## src/rtl/pipelined_addition_unit_if.sv

```systemverilog
// rtl/pipelined_addition_unit_if.sv - operand/result handshake bundle for pipelined_addition_unit
//
// Signals:
//   in_valid/in_ready      operand beat handshake (producer -> adder)
//   a, b, carry_in         operands, sampled on the accepting edge
//   sub                    subtract select (only when ADDER_SUB_EN is defined)
//   out_valid/out_ready    result handshake (adder -> consumer)
//   sum, carry_out         result
// Modports: master = producer/consumer side, slave = adder side.
interface pipelined_addition_unit_if #(
    parameter int ADDER_WIDTH = 32
) ();
    logic                   in_valid;
    logic                   in_ready;
    logic [ADDER_WIDTH-1:0] a;
    logic [ADDER_WIDTH-1:0] b;
    logic                   carry_in;
`ifdef ADDER_SUB_EN
    logic                   sub;
`endif
    logic                   out_valid;
    logic                   out_ready;
    logic [ADDER_WIDTH-1:0] sum;
    logic                   carry_out;

    modport master (
        output in_valid, a, b, carry_in, out_ready,
`ifdef ADDER_SUB_EN
        output sub,
`endif
        input  in_ready, out_valid, sum, carry_out
    );

    modport slave (
        input  in_valid, a, b, carry_in, out_ready,
`ifdef ADDER_SUB_EN
        input  sub,
`endif
        output in_ready, out_valid, sum, carry_out
    );
endinterface

```

## src/rtl/pipelined_addition_unit.sv

```systemverilog
// rtl/pipelined_addition_unit.sv - chunked, pipelined ADDER_WIDTH-bit adder with valid/ready
//
// Ports:
//   clk    rising-edge clock
//   rst_n  synchronous active-low reset
//   bus    pipelined_addition_unit_if.slave (in_valid/in_ready/a/b/carry_in[/sub],
//          out_valid/out_ready/sum/carry_out)
// Parameters: ADDER_WIDTH (multiple of STAGES), STAGES (= latency in cycles).
// Optional: define ADDER_SUB_EN to add the per-beat subtract port (a - b).
module pipelined_addition_unit #(
    parameter int ADDER_WIDTH = 32,
    parameter int STAGES      = 4
) (
    input  logic                        clk,
    input  logic                        rst_n,
    pipelined_addition_unit_if.slave    bus
);
    localparam int CHUNK = ADDER_WIDTH / STAGES;

    if (STAGES < 1 || STAGES > ADDER_WIDTH || (ADDER_WIDTH % STAGES) != 0) begin : g_bad_params
        $error("pipelined_addition_unit: ADDER_WIDTH must be a multiple of STAGES");
    end

    // Global stall: the whole pipe moves together, so a bubble never gets squeezed out.
    logic advance;
    assign advance      = !bus.out_valid || bus.out_ready;
    assign bus.in_ready = advance;

    // Subtraction is folded into the operands at entry (invert b, force carry 1), so
    // the beat's mode is carried implicitly by the stored b and carry.
    logic [ADDER_WIDTH-1:0] in_b;
    logic                   in_c;
`ifdef ADDER_SUB_EN
    assign in_b = bus.sub ? ~bus.b : bus.b;
    assign in_c = bus.sub ? 1'b1   : bus.carry_in;
`else
    assign in_b = bus.b;
    assign in_c = bus.carry_in;
`endif

    // Stage registers. a_q/b_q keep the full operands; each stage only reads its chunk.
    logic                   valid_q [STAGES];
    logic [ADDER_WIDTH-1:0] sum_q   [STAGES];
    logic [ADDER_WIDTH-1:0] a_q     [STAGES];
    logic [ADDER_WIDTH-1:0] b_q     [STAGES];
    logic                   carry_q [STAGES];

    // Per-stage inputs: stage 0 reads the bus, stage k reads stage k-1.
    logic                   src_v   [STAGES];
    logic [ADDER_WIDTH-1:0] src_a   [STAGES];
    logic [ADDER_WIDTH-1:0] src_b   [STAGES];
    logic [ADDER_WIDTH-1:0] src_sum [STAGES];
    logic                   src_c   [STAGES];
    logic [CHUNK:0]         chunk   [STAGES];
    logic [ADDER_WIDTH-1:0] nxt_sum [STAGES];

    always_comb begin
        src_v[0]   = bus.in_valid;
        src_a[0]   = bus.a;
        src_b[0]   = in_b;
        src_sum[0] = '0;
        src_c[0]   = in_c;
        for (int k = 1; k < STAGES; k++) begin
            src_v[k]   = valid_q[k-1];
            src_a[k]   = a_q[k-1];
            src_b[k]   = b_q[k-1];
            src_sum[k] = sum_q[k-1];
            src_c[k]   = carry_q[k-1];
        end
        for (int k = 0; k < STAGES; k++) begin
            chunk[k] = {1'b0, src_a[k][k*CHUNK +: CHUNK]}
                     + {1'b0, src_b[k][k*CHUNK +: CHUNK]}
                     + {{CHUNK{1'b0}}, src_c[k]};
            nxt_sum[k] = src_sum[k];
            nxt_sum[k][k*CHUNK +: CHUNK] = chunk[k][CHUNK-1:0];
        end
    end

    always_ff @(posedge clk) begin
        if (!rst_n) begin
            for (int k = 0; k < STAGES; k++) begin
                valid_q[k] <= 1'b0;
                sum_q[k]   <= '0;
                a_q[k]     <= '0;
                b_q[k]     <= '0;
                carry_q[k] <= 1'b0;
            end
        end else if (advance) begin
            for (int k = 0; k < STAGES; k++) begin
                valid_q[k] <= src_v[k];
                sum_q[k]   <= nxt_sum[k];
                a_q[k]     <= src_a[k];
                b_q[k]     <= src_b[k];
                carry_q[k] <= chunk[k][CHUNK];
            end
        end
    end

    assign bus.out_valid = valid_q[STAGES-1];
    assign bus.sum       = sum_q[STAGES-1];
    assign bus.carry_out = carry_q[STAGES-1];
endmodule

```

## src/flat_wrapper.sv

```systemverilog
// flat-port wrapper written by rule: the top's interface ports become plain ports
module pipelined_addition_unit_flat 
#(
    parameter int ADDER_WIDTH = 32,
    parameter int STAGES      = 4
)
  (clk, rst_n, bus_in_valid, bus_a, bus_b, bus_carry_in, bus_out_ready, bus_in_ready, bus_out_valid, bus_sum, bus_carry_out);
  pipelined_addition_unit_if #(.ADDER_WIDTH(ADDER_WIDTH)) bus_i ();
  input  logic clk;
  input  logic rst_n;
  input wire logic [$bits(bus_i.in_valid)-1:0] bus_in_valid;
  input wire logic [$bits(bus_i.a)-1:0] bus_a;
  input wire logic [$bits(bus_i.b)-1:0] bus_b;
  input wire logic [$bits(bus_i.carry_in)-1:0] bus_carry_in;
  input wire logic [$bits(bus_i.out_ready)-1:0] bus_out_ready;
  output wire logic [$bits(bus_i.in_ready)-1:0] bus_in_ready;
  output wire logic [$bits(bus_i.out_valid)-1:0] bus_out_valid;
  output wire logic [$bits(bus_i.sum)-1:0] bus_sum;
  output wire logic [$bits(bus_i.carry_out)-1:0] bus_carry_out;
  assign bus_i.in_valid = bus_in_valid;
  assign bus_i.a = bus_a;
  assign bus_i.b = bus_b;
  assign bus_i.carry_in = bus_carry_in;
  assign bus_i.out_ready = bus_out_ready;
  assign bus_in_ready = bus_i.in_ready;
  assign bus_out_valid = bus_i.out_valid;
  assign bus_sum = bus_i.sum;
  assign bus_carry_out = bus_i.carry_out;
  pipelined_addition_unit #(.ADDER_WIDTH(ADDER_WIDTH), .STAGES(STAGES)) u_core (.clk(clk), .rst_n(rst_n), .bus(bus_i));
endmodule
```

## config.mk

```make
export PLATFORM = sky130hd
export DESIGN_NAME = pipelined_addition_unit_flat
export DESIGN_NICKNAME = d
export VERILOG_FILES = /design/src/rtl/pipelined_addition_unit_if.sv /design/src/rtl/pipelined_addition_unit.sv /design/src/flat_wrapper.sv
export SDC_FILE = /design/constraint.sdc
export NUM_CORES = 1
export LEC_CHECK = 0
export ABC_CLOCK_PERIOD_IN_PS = 14540
export CAP_MARGIN = 20
export CORE_ASPECT_RATIO = 0.7
export CORE_MARGIN = 2
export CORE_UTILIZATION = 40
export DETAILED_ROUTE_END_ITERATION = 10
export PLACE_DENSITY = 0.7
export SKIP_CTS_REPAIR_TIMING = 1
export SYNTH_ARGS = -nofsm -noshare
export SYNTH_HDL_FRONTEND = slang
export SYNTH_SLANG_ARGS = --single-unit
```

## constraint.sdc

```tcl
create_clock -name clk -period 14.54 [get_ports clk]
set_clock_uncertainty 0.15 [all_clocks]
set_input_delay 3.635 -clock clk [delete_from_list [all_inputs] [get_ports clk]]
set_output_delay 3.635 -clock clk [all_outputs]
set_load 0.03 [all_outputs]
```

==> run summary, run 1 <==
Run status: complete, no violations
Htree depth: 4
Top_reg_cell synth: edfxtp_1
Ordered cell list for the critical path: clkdlybuf4s50_1 > nand2b_4 > clkdlybuf4s50_1
CTS tree: yes
Buffers on Ports: 103
CP max FO: 72
First-pass GRT wire length: 24700 um
Worst reg-to-reg setup slack: 11.96 ns
Largest net degree at the start of global routing: 142
Number of setup violations in the final report: 0
ANT cells: 0
Buffers & Inverters on Critical Path: 2
HP Start: u_core.sum_q[2][12]
Critical path class: in -> out
Peak Freq: 108 MHz
Global route overflow: 0
Final setup margin: 5.28 ns
Final HPWL DP: 9900 um
Hold Vio Cnt, Final: 0
R2r startpoint: u_core.valid_q[0][3]
Max rail drop VDD: 80.0 uV
Clk root buf: clkbuf_16
Average size of a mapped cell: 13.9 um^2
Reg2Reg Capture Point: u_core.sum_q[2][21]
Critical path endpoint category: primary output
DR WL/cell: 16.0 um
Core ar.: 20000 um^2
Residual DRC: 0
Full die area: 21800 um^2
CP max stage cell: clkdlybuf4s50_1
Post-route ant nets: 0
PD cells: 121 nW/um^2
Die X: 176 um
Yosys reg bits: 184
Rows: 43
Minimum clock period: 9.26 ns
Reg clk slew, reported paths: 0.07 ns
Async set-reset flop share out of synthesis: 0%
I/O Pins: 104
Tot GR Track Use: 14.6%
Dpl ws: 5.29 ns
DR iter-0 viols: 440
Max-Cap Viols: 0
Hold Path Class: reg -> reg
Top cell by count, worst path: clkdlybuf4s50_1
Actual transition at the worst max-transition pin: 1.00 ns
Chip height: 124 um
CP startpoint kind: primary input
Number of warnings issued by yosys: 0
Final period util: 63.7%
Final Slew Violations: 0
Max clock buf depth: 2
CTS sink count: 184
Worst Setup SP: bus_out_ready
Vias per cell: 5.18
Overall power consumption: 1220 uW
Nets: 786
Cells after Synth: 593
Worst EP required: 10.76 ns
Register area share after synthesis: 66.6%
Drt total wl: 15500 um
Synth unique cells: 42
Share of cells above drive strength 1: 6.77%
Post-synth EDFFs: 181
Via count: 4996
Slew margin rel.: 33.3%
RSZ-0062 raised after global routing: no
Met3 Wirelength: 811 um
Initial Util: 41.2%
Initial antenna violation count: 0
Critical Path End: bus_in_ready
Post-Syn Area: 8250 um^2
Worst Path Arrival: 5.48 ns
Leakage power: 0.00445 uW
WP depth: 3
Multi-input gate area: 2540 um^2
Vias in the first global route: 5062
Placer Congestion: 0.814
Worst skew pair latency: 0.43 ns
Top Layer Used: met4
Num CTS Buffers: 17
Synthesized net count: 698
Setup TNS Final: 0 ns
FF-to-FF path depth: 5
Critical path's largest stage delay: 0.80 ns
Critical path's top delay family: buffers and inverters
# fillers: 1675
Area grow syn2layout: 22.5%
DR pass1 iterations: 4
Met2 WL: 7180 um
Wire length on met1: 7130 um
Register area: 5500 um^2
[cells in the mapped netlist, types with 3 or more instances]
library cell	instances	area (um^2)
edfxtp_1	181	5440
and3_1	152	951
clkbuf_1	31	116
ha_1	28	350
a21oi_1	22	110
nor3_1	17	85.1
a21o_1	15	113
nand3_1	15	75.1
inv_1	14	52.6
o21a_1	12	90.1
nor2_1	11	41.3
nand2_1	9	33.8
fa_1	8	160
nor2b_1	8	50.1
buf_2	5	25.0
a211oi_1	4	30.0
a211oi_2	4	50.1
nand4b_1	4	35.0
o211a_1	4	40.0
o21ai_0	4	20.0
or3_1	4	25.0
a31oi_1	3	18.8
dfxtp_1	3	60.1
nand3b_1	3	22.5
o21ai_1	3	15.0
o31ai_1	3	22.5
[power by group]
part	total [uW]	internal (uW)	switching, uW
clock network	480	289	191
logic	117	56.1	60.5
registers	627	618	9.26
[cells in the final DEF, fill, tap and decap left out, types with 3 or more instances in the layout]
cell	count
o21ai_0	4
a211oi_1	4
nand4b_1	4
nand3_1	15
nor2_1	11
nand3b_1	3
o211a_1	4
clkinvlp_4	4
or3_1	4
clkdlybuf4s50_1	102
a211oi_2	4
a21oi_1	22
o31ai_1	3
a31oi_1	3
edfxtp_1	181
nand2_1	9
o21ai_1	3
o21a_1	12
a21o_1	15
and3_1	152
clkbuf_1	5
buf_4	6
inv_1	14
fa_1	8
nor3_1	17
nor2b_1	8
dfxtp_1	3
clkbuf_16	17
ha_1	28
bufinv_16	4
[logic make-up (layout without fill, tap and decap cells)]
kind of cell    after synthesis  in the layout  share of synthesized area, %
mux                           2              2                         0.273
compound gates               83             83                          7.10
buf+inv                      53            154                          2.59
fa+ha+maj                    36             36                          6.19
simple gates                235            235                          17.2
flops                       184            184                          66.6
[area by class of cell]
type	count	area share (%)
Sequential cell	184	54.4
Multi-Input combinational cell	356	25.1
Tap cell	270	3.34
Clock buffer	22	4.40
Timing Repair Buffer	108	10.6
Inverter	14	0.520
Clock inverter	10	1.66
[stage by stage]
step	hold slack, ns	cells	instance area (um^2)	utilization [%]
6_report	0.397	964	10100	50.5
5_1_grt	0.416	964	10100	50.5
4_1_cts	0.400	964	10100	50.5
3_5_place_dp	0.386	932	9490	47.4
3_3_place_gp	0.379	932	9490	47.4
2_1_floorplan	0.378	593	8250	-
[worst min path at each step]
stage | endpoint | slack (ns) | cells after the start
detailed placement | u_core.b_q[0][59] | 0.39 | 1
global route | u_core.sum_q[1][1] | 0.42 | 1
CTS | u_core.sum_q[1][5] | 0.40 | 1
finish | u_core.sum_q[3][12] | 0.40 | 1
floorplan | u_core.a_q[0][48] | 0.38 | 1
global placement | u_core.sum_q[1][3] | 0.38 | 1
[sequential cells by signal, indices dropped and copies added (netlist names)]
| signal | count |
|---|---|
| u_core.a_q | 48 |
| u_core.b_q | 48 |
| u_core.carry_q | 4 |
| u_core.sum_q | 80 |
| u_core.valid_q | 4 |
[layer usage]
layer | vias to the layer above | GRT usage [%]
li1 | 2449 | -
met1 | 2388 | 18.9
met2 | 128 | 23.4
met3 | 31 | 4.15
met4 | 0 | 6.10
met5 | - | 0
No activity file was read; power rests on OpenSTA's default activity.
==> run 2, diff against run 1 <==
--- a/config.mk
+++ b/config.mk
@@ -5,13 +5,13 @@
 export SDC_FILE = /design/constraint.sdc
 export NUM_CORES = 1
 export LEC_CHECK = 0
-export ABC_CLOCK_PERIOD_IN_PS = 14540
+export ABC_CLOCK_PERIOD_IN_PS = 8450
 export CAP_MARGIN = 20
 export CORE_ASPECT_RATIO = 0.7
 export CORE_MARGIN = 2
 export CORE_UTILIZATION = 40
 export DETAILED_ROUTE_END_ITERATION = 10
-export PLACE_DENSITY = 0.7
+export PLACE_DENSITY = 0.72
 export SKIP_CTS_REPAIR_TIMING = 1
 export SYNTH_ARGS = -nofsm -noshare
 export SYNTH_HDL_FRONTEND = slang
==> constraint.sdc (replaced) <==
create_clock -name clk -period 8.45 [get_ports clk]
set_clock_uncertainty 0.15 [all_clocks]
set_input_delay 2.1125 -clock clk [delete_from_list [all_inputs] [get_ports clk]]
set_output_delay 2.1125 -clock clk [all_outputs]
set_load 0.03 [all_outputs]
==> run 2 against run 1 <==
Net effect:
- combinational power grew 71%
- core utilization shrank 0.28 points
- non-clock buffer count is the same
- register-to-register slack lost 6.3 ns
- critical path type unchanged
- largest cell class unchanged
- highest routed layer unchanged
==> run summary, run 2 (same netlist as run 1, synthesis figures left out) <==
Slew margin rel.: 30.1% (-3.2 points)
Initial antenna violation count: 0 (unchanged)
Critical path endpoint category: primary output
Vias in the first global route: 4997 (-1.3%)
Die X: 176 um (unchanged)
DR iter-0 viols: 476 (+8.2%)
Placer Congestion: 0.844 (+3.7%)
FF-to-FF path depth: 5 (unchanged)
CP max FO: 50 (-31%)
Drt total wl: 15300 um (-0.88%)
Switching Share: 22.1% (+0.79 points)
Tot GR Track Use: 14.6% (-0.041 points)
Core ar.: 20000 um^2 (unchanged)
Hold Path Class: reg -> reg
Max clock buf depth: 2 (unchanged)
PD cells: 200 nW/um^2 (+65%)
Comb pwr share: 10.0% (+0.5 points)
Chip height: 124 um (unchanged)
Commonest non-fill, non-tap cell in the layout: edfxtp_1
Via count: 5033 (+0.74%)
First-pass GRT wire length: 24700 um (-0.22%)
Buffers on Ports: 103 (unchanged)
P_int: 1560 uW (+62%)
Final Slew Violations: 0 (unchanged)
Post-route ant nets: 0 (unchanged)
Overall power consumption: 2000 uW (+64%)
CP startpoint kind: primary input
DR pass1 iterations: 8 (+4)
Nets: 786 (unchanged)
Post-layout util: 50.2% (-0.28 points)
HP Start: u_core.sum_q[1][4]
R2r startpoint: u_core.valid_q[0][3]
Multi-input gate area: 2540 um^2 (unchanged)
Htree depth: 4 (unchanged)
Initial Util: 41.2% (unchanged)
Final period util: 71.6%
Reg2Reg Capture Point: u_core.sum_q[1][13]
Max rail drop VDD: 114 uV (+42%)
ANT cells: 0 (unchanged)
Top cell by count, worst path: clkdlybuf4s50_1
CTS sink count: 184 (unchanged)
Global route overflow: 0 (unchanged)
I/O Pins: 104 (unchanged)
DP Area: 9480 um^2 (about the same)
Largest Register: u_core.sum_q
Fin area: 10000 um^2 (-0.56%)
Leakage power: 0.00443 uW (-0.26%)
CP max stage cell: clkdlybuf4s50_1
Rows: 43 (unchanged)
Run status: complete, no violations
RSZ-0062 raised after global routing: no
Largest net degree at the start of global routing: 117 (-18%)
Area grow syn2layout: 21.8%
DR WL/cell: 15.9 um (-0.78%)
Sequential share of power: 53.9% (+2.6 points)
Final Non-Filler Cells: 963 (-0.10%)
Hold Vio Cnt, Final: 0 (unchanged)
Buffers & Inverters on Critical Path: 2 (unchanged)
Reg clk slew, reported paths: 0.07 ns (about the same)
Critical path's top delay family: buffers and inverters
Register area: 5500 um^2 (unchanged)
Vias per cell: 5.23 (+0.85%)
# fillers: 1714 (+2.3%)
Worst Path Arrival: 3.79 ns (-1.69 ns)
Residual DRC: 0 (unchanged)
WHS Endpoint: u_core.sum_q[2][4]
Final HPWL DP: 9820 um (-0.82%)
Minimum clock period: 6.05 ns
Num CTS Buffers: 17 (unchanged)
Ordered cell list for the critical path: clkdlybuf4s50_1 > nand2b_4 > clkdlybuf4s50_1
Worst reg-to-reg setup slack: 5.68 ns (-6.28 ns)
Inst Count DP: 931 (-0.11%)
Clock Power Share: 36.1% (-3.1 points)
Number of setup violations in the final report: 0 (unchanged)
Worst EP required: 6.19 ns (-4.57 ns)
CTS tree: yes
Share of cells above drive strength 1: 6.64% (-0.13 points)
Full die area: 21800 um^2 (unchanged)
Largest regs: u_core.sum_q x80, u_core.a_q x48, u_core.b_q x48
Actual transition at the worst max-transition pin: 1.05 ns (+0.0480 ns)
Clk root buf: clkbuf_16
Most frequent cells in the layout: 181 x edfxtp_1, 152 x and3_1, 102 x clkdlybuf4s50_1
Worst Hold Path Cells: 1 (unchanged)
Number of flip-flops in the largest register: 80 (unchanged)
Setup TNS Final: 0 ns (unchanged)
Critical path's largest stage delay: 0.76 ns (-0.04 ns)
Switch Pwr: 443 uW (+70%)
Peak Freq: 165 MHz
Max-Cap Viols: 0 (unchanged)
Critical path class: in -> out
Worst skew pair latency: 0.42 ns (about the same)
[run 2: cell types whose count changed in the layout (fill, tap and decap cells not counted), sizes merged]
cell	delta
bufinv	-3
clkinvlp	-3
inv	-1
clkbuf	-4
clkinv	+10
[run 2: through the flow]
stage	setup slack, ns	hold WS [ns]
2_1_floorplan	0.0289	0.378
3_3_place_gp	2.42	0.382
3_5_place_dp	2.38	0.386
4_1_cts	2.38	0.402
5_1_grt	2.31	0.409
6_report	2.40	0.396
[run 2: final cells by class]
cell class              instances  share of cell area, %
multi-input cells             356                   25.3
inverters                      14                  0.523
repair buffers                108                   10.8
flip-flops and latches        184                   54.7
well taps                     270                   3.36
clock inverters                13                   1.06
clock buffers                  18                   4.27
[run 2: worst max-delay path by stage]
stage                        end  slack (ns)          start  cells after the start
2_1_floorplan  u_core.a_q[0][10]        0.03          rst_n                      3
3_3_place_gp        bus_in_ready        2.42  bus_out_ready                      3
3_5_place_dp        bus_in_ready        2.38  bus_out_ready                      3
4_1_cts             bus_in_ready        2.38  bus_out_ready                      3
5_1_grt             bus_in_ready        2.31  bus_out_ready                      3
6_report            bus_in_ready        2.40  bus_out_ready                      3
[run 2: power by group through the flow]
stage | logic (uW) | registers [uW] | clock network (uW)
3_3_place_gp | 191 | 1100 | 0
5_1_grt | 219 | 1090 | 779
2_1_floorplan | 103 | 1120 | 0
6_report | 200 | 1080 | 725
3_5_place_dp | 199 | 1100 | 0
4_1_cts | 201 | 1080 | 744
[run 2: worst register-to-register path: stages (launching register included)]
cell       delay, ns
edfxtp_1        0.45
nand2b_4        0.40
buf_4           0.76
and2_1          0.50
o2111ai_1       0.19
or3b_1          0.19
[run 2: per-layer routing]
metal  share of wire [%]  global-route usage, %
met4                 1.3                   5.22
met1                  47                   19.2
met5                   0                      0
met3                 4.9                   3.85
met2                  47                   23.7
==> run 3, diff against run 2 <==
--- a/config.mk
+++ b/config.mk
@@ -5,13 +5,13 @@
 export SDC_FILE = /design/constraint.sdc
 export NUM_CORES = 1
 export LEC_CHECK = 0
-export ABC_CLOCK_PERIOD_IN_PS = 8450
+export ABC_CLOCK_PERIOD_IN_PS = 5700
 export CAP_MARGIN = 20
 export CORE_ASPECT_RATIO = 0.7
 export CORE_MARGIN = 2
 export CORE_UTILIZATION = 40
 export DETAILED_ROUTE_END_ITERATION = 10
-export PLACE_DENSITY = 0.72
+export PLACE_DENSITY = 0.7
 export SKIP_CTS_REPAIR_TIMING = 1
 export SYNTH_ARGS = -nofsm -noshare
 export SYNTH_HDL_FRONTEND = slang
==> constraint.sdc (replaced) <==
create_clock -name clk -period 5.7 [get_ports clk]
set_clock_uncertainty 0.15 [all_clocks]
set_input_delay 1.425 -clock clk [delete_from_list [all_inputs] [get_ports clk]]
set_output_delay 1.425 -clock clk [all_outputs]
set_load 0.03 [all_outputs]
==> run 3 against run 2 <==
Net effect:
- critical endpoint unchanged
- combinational power is 48% higher
- highest routed layer unchanged
- flip-flop and latch count did not move
- cell area barely moved
- global-route usage barely moved
- sequential power is 48% higher
==> run summary, run 3 (same netlist as run 1, synthesis figures left out) <==
Final Non-Filler Cells: 964 (+0.10%)
Run status: complete, no violations
Rows: 43 (unchanged)
Post-layout util: 50.2% (about the same)
Clk root buf: clkbuf_16
Slew margin rel.: 39.3% (+9.1 points)
Vias per cell: 5.18 (-0.84%)
Worst skew pair latency: 0.43 ns (about the same)
Area grow syn2layout: 21.8% (about the same)
Drt total wl: 15300 um (about the same)
Hold Path Class: reg -> reg
Minimum clock period: 4.32 ns
CTS sink count: 184 (unchanged)
Chip height: 124 um (unchanged)
Nets: 786 (unchanged)
Max clock buf depth: 2 (unchanged)
Worst Hold Path Cells: 1 (unchanged)
Initial Util: 41.2% (unchanged)
Leakage power: 0.00443 uW (-0.13%)
Critical path endpoint category: primary output
WHS Endpoint: u_core.sum_q[3][12]
Initial antenna violation count: 0 (unchanged)
Critical path's top delay family: buffers and inverters
DR pass1 iterations: 4 (-4)
Via count: 4996 (-0.74%)
Peak Freq: 232 MHz
Buffers on Ports: 103 (unchanged)
Die X: 176 um (unchanged)
Tot GR Track Use: 14.6% (about the same)
Register area: 5500 um^2 (unchanged)
Number of setup violations in the final report: 0 (unchanged)
I/O Pins: 104 (unchanged)
Most frequent cells in the layout: 181 x edfxtp_1, 152 x and3_1, 102 x clkdlybuf4s50_1
Max rail drop VDD: 196 uV (+73%)
Residual DRC: 0 (unchanged)
CTS tree: yes
Largest net degree at the start of global routing: 119 (+1.7%)
Vias in the first global route: 4817 (-3.6%)
Worst EP required: 4.12 ns (-2.07 ns)
Full die area: 21800 um^2 (unchanged)
DR iter-0 viols: 557 (+17%)
R2r startpoint: u_core.valid_q[0][3]
RSZ-0062 raised after global routing: no
PD cells: 297 nW/um^2 (+49%)
Post-route ant nets: 0 (unchanged)
Placer Congestion: 0.847 (+0.33%)
DR WL/cell: 15.9 um (-0.13%)
Commonest non-fill, non-tap cell in the layout: edfxtp_1
Worst Path Arrival: 2.74 ns (-1.05 ns)
CP max stage cell: clkdlybuf4s50_1
Global route overflow: 0 (unchanged)
Overall power consumption: 2990 uW (+49%)
CP startpoint kind: primary input
Multi-input gate area: 2540 um^2 (unchanged)
Final HPWL DP: 9560 um (-2.7%)
Share of cells above drive strength 1: 6.92% (+0.28 points)
Final Slew Violations: 0 (unchanged)
Buffers & Inverters on Critical Path: 2 (unchanged)
Core ar.: 20000 um^2 (unchanged)
FF-to-FF path depth: 6 (+1)
Ordered cell list for the critical path: clkdlybuf4s50_1 > nand2b_4 > clkdlybuf4s50_1
Largest Register: u_core.sum_q
Max-Cap Viols: 0 (unchanged)
Htree depth: 4 (unchanged)
Top cell by count, worst path: clkdlybuf4s50_1
ANT cells: 0 (unchanged)
Reg2Reg Capture Point: u_core.sum_q[0][5]
Critical path's largest stage delay: 0.68 ns (-0.08 ns)
CP max FO: 2 (-96%)
Final setup margin: 1.38 ns (-1.02 ns)
Dpl ws: 1.39 ns (-0.992 ns)
Num CTS Buffers: 17 (unchanged)
Final period util: 75.8%
Hold Vio Cnt, Final: 0 (unchanged)
Critical path class: in -> out
Largest regs: u_core.sum_q x80, u_core.a_q x48, u_core.b_q x48
Worst reg-to-reg setup slack: 3.05 ns (-2.63 ns)
First-pass GRT wire length: 24400 um (-1.0%)
Actual transition at the worst max-transition pin: 0.911 ns (-0.137 ns)
Number of flip-flops in the largest register: 80 (unchanged)
Inst Count DP: 932 (+0.11%)
HP Start: u_core.sum_q[2][12]
# fillers: 1698 (-0.93%)
Reg clk slew, reported paths: 0.07 ns (about the same)
-- run 3: changes by cell type in the layout (fill, tap and decap cells not counted) --
cell,previous run,this run
buf_12,0,1
clkbuf_1,1,3
clkinv_4,4,2
clkinv_2,2,4
clkinvlp_4,1,3
clkinv_1,4,1
buf_16,1,0
-- run 3: layout make-up --
| class | count | area share, % |
|---|---|---|
| Sequential cell | 184 | 54.7 |
| Multi-Input combinational cell | 356 | 25.3 |
| Timing Repair Buffer | 108 | 10.7 |
| Clock buffer | 20 | 4.35 |
| Tap cell | 270 | 3.36 |
| Clock inverter | 12 | 1.02 |
| Inverter | 14 | 0.523 |
-- run 3: worst max path at each step --
stage | from | cells after the start | end | slack (ns)
2_1_floorplan | rst_n | 3 | u_core.a_q[0][10] | -1.95
3_3_place_gp | bus_out_ready | 3 | bus_in_ready | 1.37
3_5_place_dp | bus_out_ready | 3 | bus_in_ready | 1.39
4_1_cts | bus_out_ready | 3 | bus_in_ready | 1.37
5_1_grt | bus_out_ready | 3 | bus_in_ready | 1.33
6_report | bus_out_ready | 3 | bus_in_ready | 1.38
-- run 3: worst reg2reg max path, cell delays in order, from the launching register on --
cell,delay (ns)
edfxtp_1,0.47
nand2b_4,0.14
buf_4,0.37
buf_4,0.80
nand4b_1,0.21
mux2_2,0.31
nand3_1,0.07
-- run 3: report_power, final --
group	internal (uW)	switching [uW]	total (uW)
sequential	1580	23.0	1600
clock	599	492	1090
combinational	143	152	295
total	2320	667	2990
-- run 3: metal layers --
metal / vias up / GRT usage [%] / wire, um
met5: - / 0 / 0
met4: 0 / 5.32 / 233
met3: 25 / 4.73 / 918
met2: 147 / 22.1 / 6860
met1: 2367 / 19.9 / 7310
li1: 2457 / - / -
-- run 3: stage by stage --
| stage | hold WS, ns | instance area (um^2) | setup TNS (ns) |
|---|---|---|---|
| 2_1_floorplan | 0.378 | 8270 | -352.62 |
| 3_3_place_gp | 0.381 | 9500 | 0 |
| 3_5_place_dp | 0.386 | 9500 | 0 |
| 4_1_cts | 0.396 | 10000 | 0 |
| 5_1_grt | 0.405 | 10000 | 0 |
| 6_report | 0.394 | 10000 | 0 |
